`src/rtl/lfsr_prng_mm.sv`:
```
// lfsr_prng_mm: memory-mapped Fibonacci LFSR word generator; LFSR_PREFETCH_EN enables background refill
module lfsr_prng_mm #(
    parameter int          WIDTH        = 32,
    parameter logic [31:0] TAPS         = 32'h8020_0003,
    parameter int          STEPS        = 32,
    parameter logic [31:0] SEED_DEFAULT = 32'hDEAD_BEEF
) (
    input  logic        clk,
    input  logic        resetn,
    input  logic [3:0]  reg_seed_we,
    input  logic [31:0] reg_seed_di,
    output logic [31:0] reg_seed_do,
    input  logic        reg_dat_re,
    output logic [31:0] reg_dat_do,
    output logic        reg_dat_wait
);
    localparam logic [WIDTH-1:0] TAP_M  = TAPS[WIDTH-1:0];
    localparam logic [WIDTH-1:0] SEED_W = SEED_DEFAULT[WIDTH-1:0];
    localparam logic [7:0]       LAST   = 8'(STEPS - 1);
`ifdef LFSR_PREFETCH_EN
    localparam bit PREFETCH = 1'b1;
`else
    localparam bit PREFETCH = 1'b0;
`endif

    typedef enum logic [1:0] {IDLE, SHIFT, DONE} state_t;

    state_t           state, state_n;
    logic [31:0]      seed, seed_n;
    logic [WIDTH-1:0] lfsr, lfsr_n;
    logic [7:0]       cnt, cnt_n;
    logic             ready, ready_n;
    logic             reload, reload_n;
    logic             fb;
    logic             start;

    assign reg_seed_do  = seed;
    assign reg_dat_do   = 32'(lfsr);
    assign reg_dat_wait = reg_dat_re & ~ready;
    assign fb           = ^(lfsr & TAP_M);
    assign start        = ~ready & (PREFETCH | reg_dat_re);

    // byte-lane merge of seed writes into the seed register
    always_comb begin
        seed_n = seed;
        for (int i = 0; i < 4; i++)
            if (reg_seed_we[i]) seed_n[8*i +: 8] = reg_seed_di[8*i +: 8];
    end

    // generator FSM: reload in IDLE, STEPS shifts per word, ready raised with the final shift
    always_comb begin
        state_n  = state;
        lfsr_n   = lfsr;
        cnt_n    = cnt;
        ready_n  = ready;
        reload_n = reload;
        if (reg_dat_re && ready) ready_n = 1'b0;
        case (state)
            IDLE: begin
                if (reload) begin
                    lfsr_n   = (seed[WIDTH-1:0] == '0) ? SEED_W : seed[WIDTH-1:0];
                    reload_n = 1'b0;
                    ready_n  = 1'b0;
                end else if (start) begin
                    state_n = SHIFT;
                    cnt_n   = 8'd0;
                end
            end
            SHIFT: begin
                lfsr_n = {lfsr[WIDTH-2:0], fb};
                cnt_n  = cnt + 8'd1;
                if (cnt == LAST) begin
                    state_n = DONE;
                    ready_n = 1'b1;
                end
            end
            DONE:    state_n = IDLE;
            default: state_n = IDLE;
        endcase
        if (|reg_seed_we) reload_n = 1'b1;
    end

    // state register with synchronous active-low reset
    always_ff @(posedge clk) begin
        if (!resetn) begin
            state  <= IDLE;
            seed   <= SEED_DEFAULT;
            lfsr   <= SEED_W;
            cnt    <= 8'd0;
            ready  <= 1'b0;
            reload <= 1'b0;
        end else begin
            state  <= state_n;
            seed   <= seed_n;
            lfsr   <= lfsr_n;
            cnt    <= cnt_n;
            ready  <= ready_n;
            reload <= reload_n;
        end
    end
endmodule

```
`config.mk`:
```
export PLATFORM = sky130hd
export DESIGN_NAME = lfsr_prng_mm
export DESIGN_NICKNAME = d
export VERILOG_FILES = /design/src/rtl/lfsr_prng_mm.sv
export SDC_FILE = /design/constraint.sdc
export NUM_CORES = 1
export LEC_CHECK = 0
export ABC_AREA = 1
export BUFFER_PORTS_ARGS = -buffer_cell sky130_fd_sc_hd__buf_2
export CAP_MARGIN = 20
export CORE_UTILIZATION = 30
export DETAILED_ROUTE_END_ITERATION = 10
export PLACE_DENSITY = 0.47
export SLEW_MARGIN = 20
export SYNTH_ARGS = -nofsm -noshare
export SYNTH_HDL_FRONTEND = slang
export SYNTH_SLANG_ARGS = --single-unit
```
`constraint.sdc`:
```
create_clock -name clk -period 2.8 [get_ports clk]
set_input_delay 0.56 -clock clk [delete_from_list [all_inputs] [get_ports clk]]
set_output_delay 0.56 -clock clk [all_outputs]
set_load 0.02 [all_outputs]
```
==> impl_metrics.toml, run 1 <==
[place]
gp_congestion = 0.826
dp.final_hpwl_um = 7780
portBuffers = 103
pre_cts_ws_ps = 1160
place_inst = 726

[timing]
setup_viol = 0
fin_crit_ps = 1610
max_clock_freq_ghz = 0.622
max_slew_margin_pct = 61.7
setup_tns_ps = 0
fin_crit_sh_pct = 57.4
drv_slew = 0
hold_viol = 0
finClkSkew_ps = 9.45
tightest_slew_ps = 574
rsz0062_at_grt = "false"
timing.final.ws_setup_ps = 1190

[pwr]
p_clk_share_pct = 43.3
swShare_pct = 28.5
vdd.ir_drop.worst_mv = 0.307
power_leakage_nw = 2.16
powerDensity_nw_per_um2 = 697
share_comb_of_total_power_pct = 16.7
p_sw_mw = 0.889
p_int_mw = 2.23
pwr-share-seq_pct = 40.0

[setup_path]
timing.rr.start = "reg_seed_do[23]"
worst-r2r-cell-count = 7
required_ps = 2240
cpMaxStageDelayCell = "dfxtp_1"
reg2reg_setup_slack_ps = 1230
end_kind = "output pin"
arrival_ps = 1050
max_stage_delay_ps = 490
cp_max_fo = 5
crit_path_cell_trace = "buf_2"
critPathLaunch = "reg_dat_do[21]"
crit_type = "register to output pin"
cp-start-kind = "register"
cp_num_buf_inv = 1
r2r-end = "reg_dat_do[28]"
cp_top_family = "flip-flops"

[floorplanning]
start_util_pct = 31.1
core_area_um2 = 11500
num_rows = 39
die_height_um = 111
dieArea_um2 = 12400
die_x_um = 111
ios = 104

[final_layout]
n_antenna_cell = 0
fin_cells = 741
layout_commonest_cell = "nand2_1"
multiInputGateArea_um2 = 1650
fin_util_pct = 38.8
fillers = 1288
seq_area_um2 = 1520
final_nets = 634
areaGrowthSynthToFinish_pct = 24.8
final_cell_mix = "nand2_1 (129), buf_2 (103), dfxtp_1 (76)"
drive_above_1_share_pct = 27.3

[clock_tree]
clk_path_buf_depth = 2
path_clk_slew_ps = 60
cts_resized = 0
clk_latency_ps = 340
cts_tree = "built"
cts_root_buf = "clkbuf_16"
cts.sinks = 76
htree_levels = 3
cts_hold_buf = 0
cts_buffers = 9
post_cts.repair.setup_buffers = 0

[routing]
first_iter_violations = 154
vias = 3392
drc = 4
dr.pass1.iters = 7
ant_nets = 0
wl_um = 10700
wl_per_cell_um = 14.4
avgViaCountPerCell = 4.58

[grt]
grt_pass1_vias = 3265
grt_max_degree = 32
grt_use_met2_pct = 27.5
met3_usage_pct = 3.61
use_met1_pct = 25.3
grt_pass1_wl_um = 17300
busiest_layer = "met2"
antenna_found_initial = 0
gr-usage-all-layers_pct = 18.0
gr-total-overflow = 0

[logic_synthesis]
synth_cell_types = 30
yosysTopAreaCell = "dfxtp_1"
syn_area_per_cell_um2 = 7.12
synth_area_leaders = "dfxtp_1 (42%), nand2_1 (14%), o21ai_0 (6.6%), inv_1 (6.4%), a21oi_1 (5.0%)"
ys_seq_elements = 76
ys_seq_area_share_pct = 42.5
syn_nets = 543
netlist.area_leader.share_pct = 42.5
syn_area_um2 = 3580
synthCells = 503
yosysWarningCount = 0

[job]
cap_violations = 0

[outcome]
status = "complete, but fails checks"
violations = "DRC"

[min_path]
holdPathEnd = "reg_seed_do[2]"
hold_path.class = "primary input to register"
min_delay_path_depth = 3
min_from = "reg_seed_di[2]"
[sequential cells by signal, indices dropped and copies added, names as in the netlist]
register	flops
reg_dat_do	32
ready	1
reload	1
cnt	8
state	2
reg_seed_do	32
[layout make-up]
type,count,share of cell area [%]
clock buffer,11,5.43
clock inverter,4,2.18
timing repair buffer,105,11.9
multi-input combinational,336,36.9
tap,143,4.00
sequential,76,34.0
inverter,66,5.60
[layer usage]
layer	share of wire (%)	vias up
li1	-	1776
met1	50	1520
met2	44	87
met3	4.9	9
met4	0.97	0
met5	0	-
[how the worst max path moves through the flow]
stage,cells after the start,endpoint
floorplan,8,cnt[6]
global placement,7,reg_dat_do[28]
detailed placement,5,reg_dat_do[23]
CTS,1,reg_dat_do[21]
global route,7,reg_dat_do[28]
finish,1,reg_dat_do[21]
[worst register-to-register path: stages, from the launching register on]
cell and delay (ps):
dfxtp_1 330, nor2_1 180, nand2_1 80, nor2_2 140
nand2_2 260, o21ai_0 340, nand2_1 110, nand2_1 80
[stage by stage]
step / power (mW) / hold slack, ps / cell area, um^2
2_1_floorplan: 1.61 / 425 / 3580
3_3_place_gp: 1.79 / 437 / 4130
3_5_place_dp: 1.79 / 443 / 4130
4_1_cts: 3.15 / 432 / 4470
5_1_grt: 3.26 / 432 / 4470
6_report: 3.12 / 438 / 4470
[power groups by stage]
stage	Sequential [mW]	Combinational (mW)	Clock (mW)
2_1_floorplan	1.35	0.266	0
3_3_place_gp	1.27	0.520	0
3_5_place_dp	1.27	0.522	0
4_1_cts	1.25	0.525	1.37
5_1_grt	1.26	0.579	1.42
6_report	1.25	0.520	1.35
[cells in the mapped netlist (all sizes together)]
| cell type | n |
|---|---|
| a211oi | 1 |
| a21oi | 56 |
| buf | 17 |
| clkbuf | 8 |
| dfxtp | 76 |
| ha | 1 |
| inv | 66 |
| nand2 | 140 |
| nand3 | 7 |
| nand4 | 3 |
| nor2 | 46 |
| nor3 | 2 |
| nor3b | 1 |
| o211ai | 7 |
| o21ai | 69 |
| o21bai | 1 |
| or2 | 1 |
| xor2 | 1 |
[kinds of logic (layout without fill, tap and decap cells)]
| logic type | count (synthesis) | count (layout) | share of synthesized area (%) |
|---|---|---|---|
| AND/OR/NAND/NOR | 200 | 200 | 23.3 |
| flip-flops | 76 | 76 | 42.5 |
| buffers and inverters | 91 | 186 | 11.5 |
| adder cells (fa/ha/maj) | 1 | 1 | 0.349 |
| AO/OA/AOI/OAI | 134 | 134 | 22.1 |
| XOR/XNOR | 1 | 1 | 0.245 |
Note: power is estimated with default switching activity, not from simulation.
==> inputs of run 2 (changes only) <==
Settings changed: PLACE_DENSITY 0.47 to 0.49.
Clock period 2.8 ns to 1.45 ns, I/O delays scaled along.
==> run 2 against run 1 <==
The run still ends with DRC left. Cell area is 4.8% higher. Register-to-register slack worse by 1100 ps. Power up 79%. First-iteration DRC count grew 18%. Final cell count is 3.4% higher. Routed wire length rose by 1.4%. Worst setup slack worse by 1100 ps. Sequential power up 92%. Critical endpoint unchanged. Largest cell class unchanged. Highest routed layer unchanged.
==> impl_metrics.toml, run 2 (synthesis results as in run 1) <==
[outcome]
status = "complete, but fails checks"
violations = "DRC"

[clock_tree]
post_cts.repair.setup_buffers = 0
clk_latency_ps = 340
cts_tree = "built"
clk_path_buf_depth = 2
cts_buffers = 9
path_clk_slew_ps = 60
htree_levels = 3
cts.sinks = 76
cts_root_buf = "clkbuf_16"

[timing]
setup_viol = 0
hold_slack_ps = 161
hold_viol = 0
max_clock_freq_ghz = 0.740
finClkSkew_ps = 4.54
fin_crit_ps = 1350
tightest_slew_ps = 300
rsz0062_at_grt = "false"
setup_tns_ps = 0
drv_slew = 0
fin_crit_sh_pct = 93.2
max_slew_margin_pct = 79.8

[routing]
avgViaCountPerCell = 4.55
wl_per_cell_um = 14.2
drc = 6
ant_nets = 0
dr.pass1.iters = 7
wl_um = 10800
vias = 3489
first_iter_violations = 181

[setup_path]
end_kind = "output pin"
worst-r2r-cell-count = 7
cp-start-kind = "register"
required_ps = 1160
r2r-end = "reg_dat_do[31]"
arrival_ps = 1060
cpMaxStageDelayCell = "dfxtp_1"
timing.rr.start = "reg_seed_do[8]"
cp.depth = 1
crit_path_cell_trace = "buf_2"
crit_type = "register to output pin"
critPathLaunch = "reg_dat_do[21]"
cp_num_buf_inv = 1
cp_top_family = "flip-flops"
cp_max_fo = 5
reg2reg_setup_slack_ps = 120
max_stage_delay_ps = 490
crit_end = "reg_dat_do[21]"

[final_layout]
areaGrowthSynthToFinish_pct = 30.8
fillers = 1267
multiInputGateArea_um2 = 1680
seq_area_um2 = 1520
final_nets = 658
drive_above_1_share_pct = 30.0
n_antenna_cell = 0
layout_commonest_cell = "nand2_1"
final_cell_mix = "nand2_1 (129), buf_2 (103), dfxtp_1 (76)"

[floorplanning]
core_area_um2 = 11500
die_x_um = 111
num_rows = 39
dieArea_um2 = 12400
start_util_pct = 31.1
die_height_um = 111
ios = 104

[grt]
met3_usage_pct = 4.21
grt_pass1_vias = 3342
grt_pass1_wl_um = 17200
antenna_found_initial = 0
gr-usage-all-layers_pct = 18.1
grt_use_met2_pct = 27.1
use_met1_pct = 24.9
gr-total-overflow = 0
busiest_layer = "met2"
grt_max_degree = 32

[min_path]
hold_path.class = "primary input to register"
min_from = "reg_seed_di[16]"

[pwr]
powerDensity_nw_per_um2 = 1190
power_leakage_nw = 2.30
vdd.ir_drop.worst_mv = 0.588

[job]
cap_violations = 0

[place]
portBuffers = 103
dp.final_hpwl_um = 8090
gp_congestion = 0.763
==> run 2: how the worst min path moves through the flow <==
| stage | end | slack (ps) | cells after the start |
|---|---|---|---|
| floorplan | reg_seed_do[25] | 410 | 2 |
| global placement | cnt[4] | 440 | 2 |
| detailed placement | cnt[4] | 450 | 2 |
| CTS | reg_seed_do[16] | 150 | 3 |
| global route | reg_seed_do[1] | 180 | 3 |
| finish | reg_seed_do[16] | 160 | 3 |
==> run 2: routing by layer <==
layer | share of wire (%) | vias up | wire [um]
met5 | 0 | - | 0
met4 | 1.6 | 0 | 170
met3 | 4.6 | 11 | 496
met2 | 43 | 74 | 4670
met1 | 51 | 1579 | 5500
li1 | - | 1825 | -
==> run 2: layout make-up <==
class / count / share of cell area, %
clock buffers: 14 / 5.42
well taps: 143 / 3.82
multi-input cells: 337 / 35.9
inverters: 66 / 5.34
repair buffers: 128 / 16.9
flip-flops and latches: 76 / 32.5
clock inverters: 2 / 0.214
==> run 2: timing repair <==
action | CTS | global route
cloned | 0 | 1
hold buffers | 0 | 0
endpoints found under the setup margin | 3 | 8
endpoints found under the hold margin | 0 | 0
pin swaps | 0 | 1
resized for setup | 1 | 7
==> run 2: report_power, final <==
group / switching [mW] / internal (mW) / leakage, nW / total [mW]
clock: 0.849 / 1.20 / 0.131 / 2.05
sequential: 0.152 / 2.25 / 0.629 / 2.40
combinational: 0.693 / 0.426 / 1.54 / 1.12
total: 1.69 / 3.88 / 2.30 / 5.57
==> run 2: through the flow <==
step           setup slack [ps]  instance area (um^2)  cells  utilization [%]  power (mW)
2_1_floorplan               216                  3580    503                -        3.12
5_1_grt                    5.55                  4690    766             40.7        5.86
3_3_place_gp             -0.454                  4390    749             38.1        3.56
6_report                   99.3                  4690    766             40.7        5.57
4_1_cts                    56.5                  4660    765             40.5        5.64
3_5_place_dp             -0.718                  4390    749             38.1        3.57
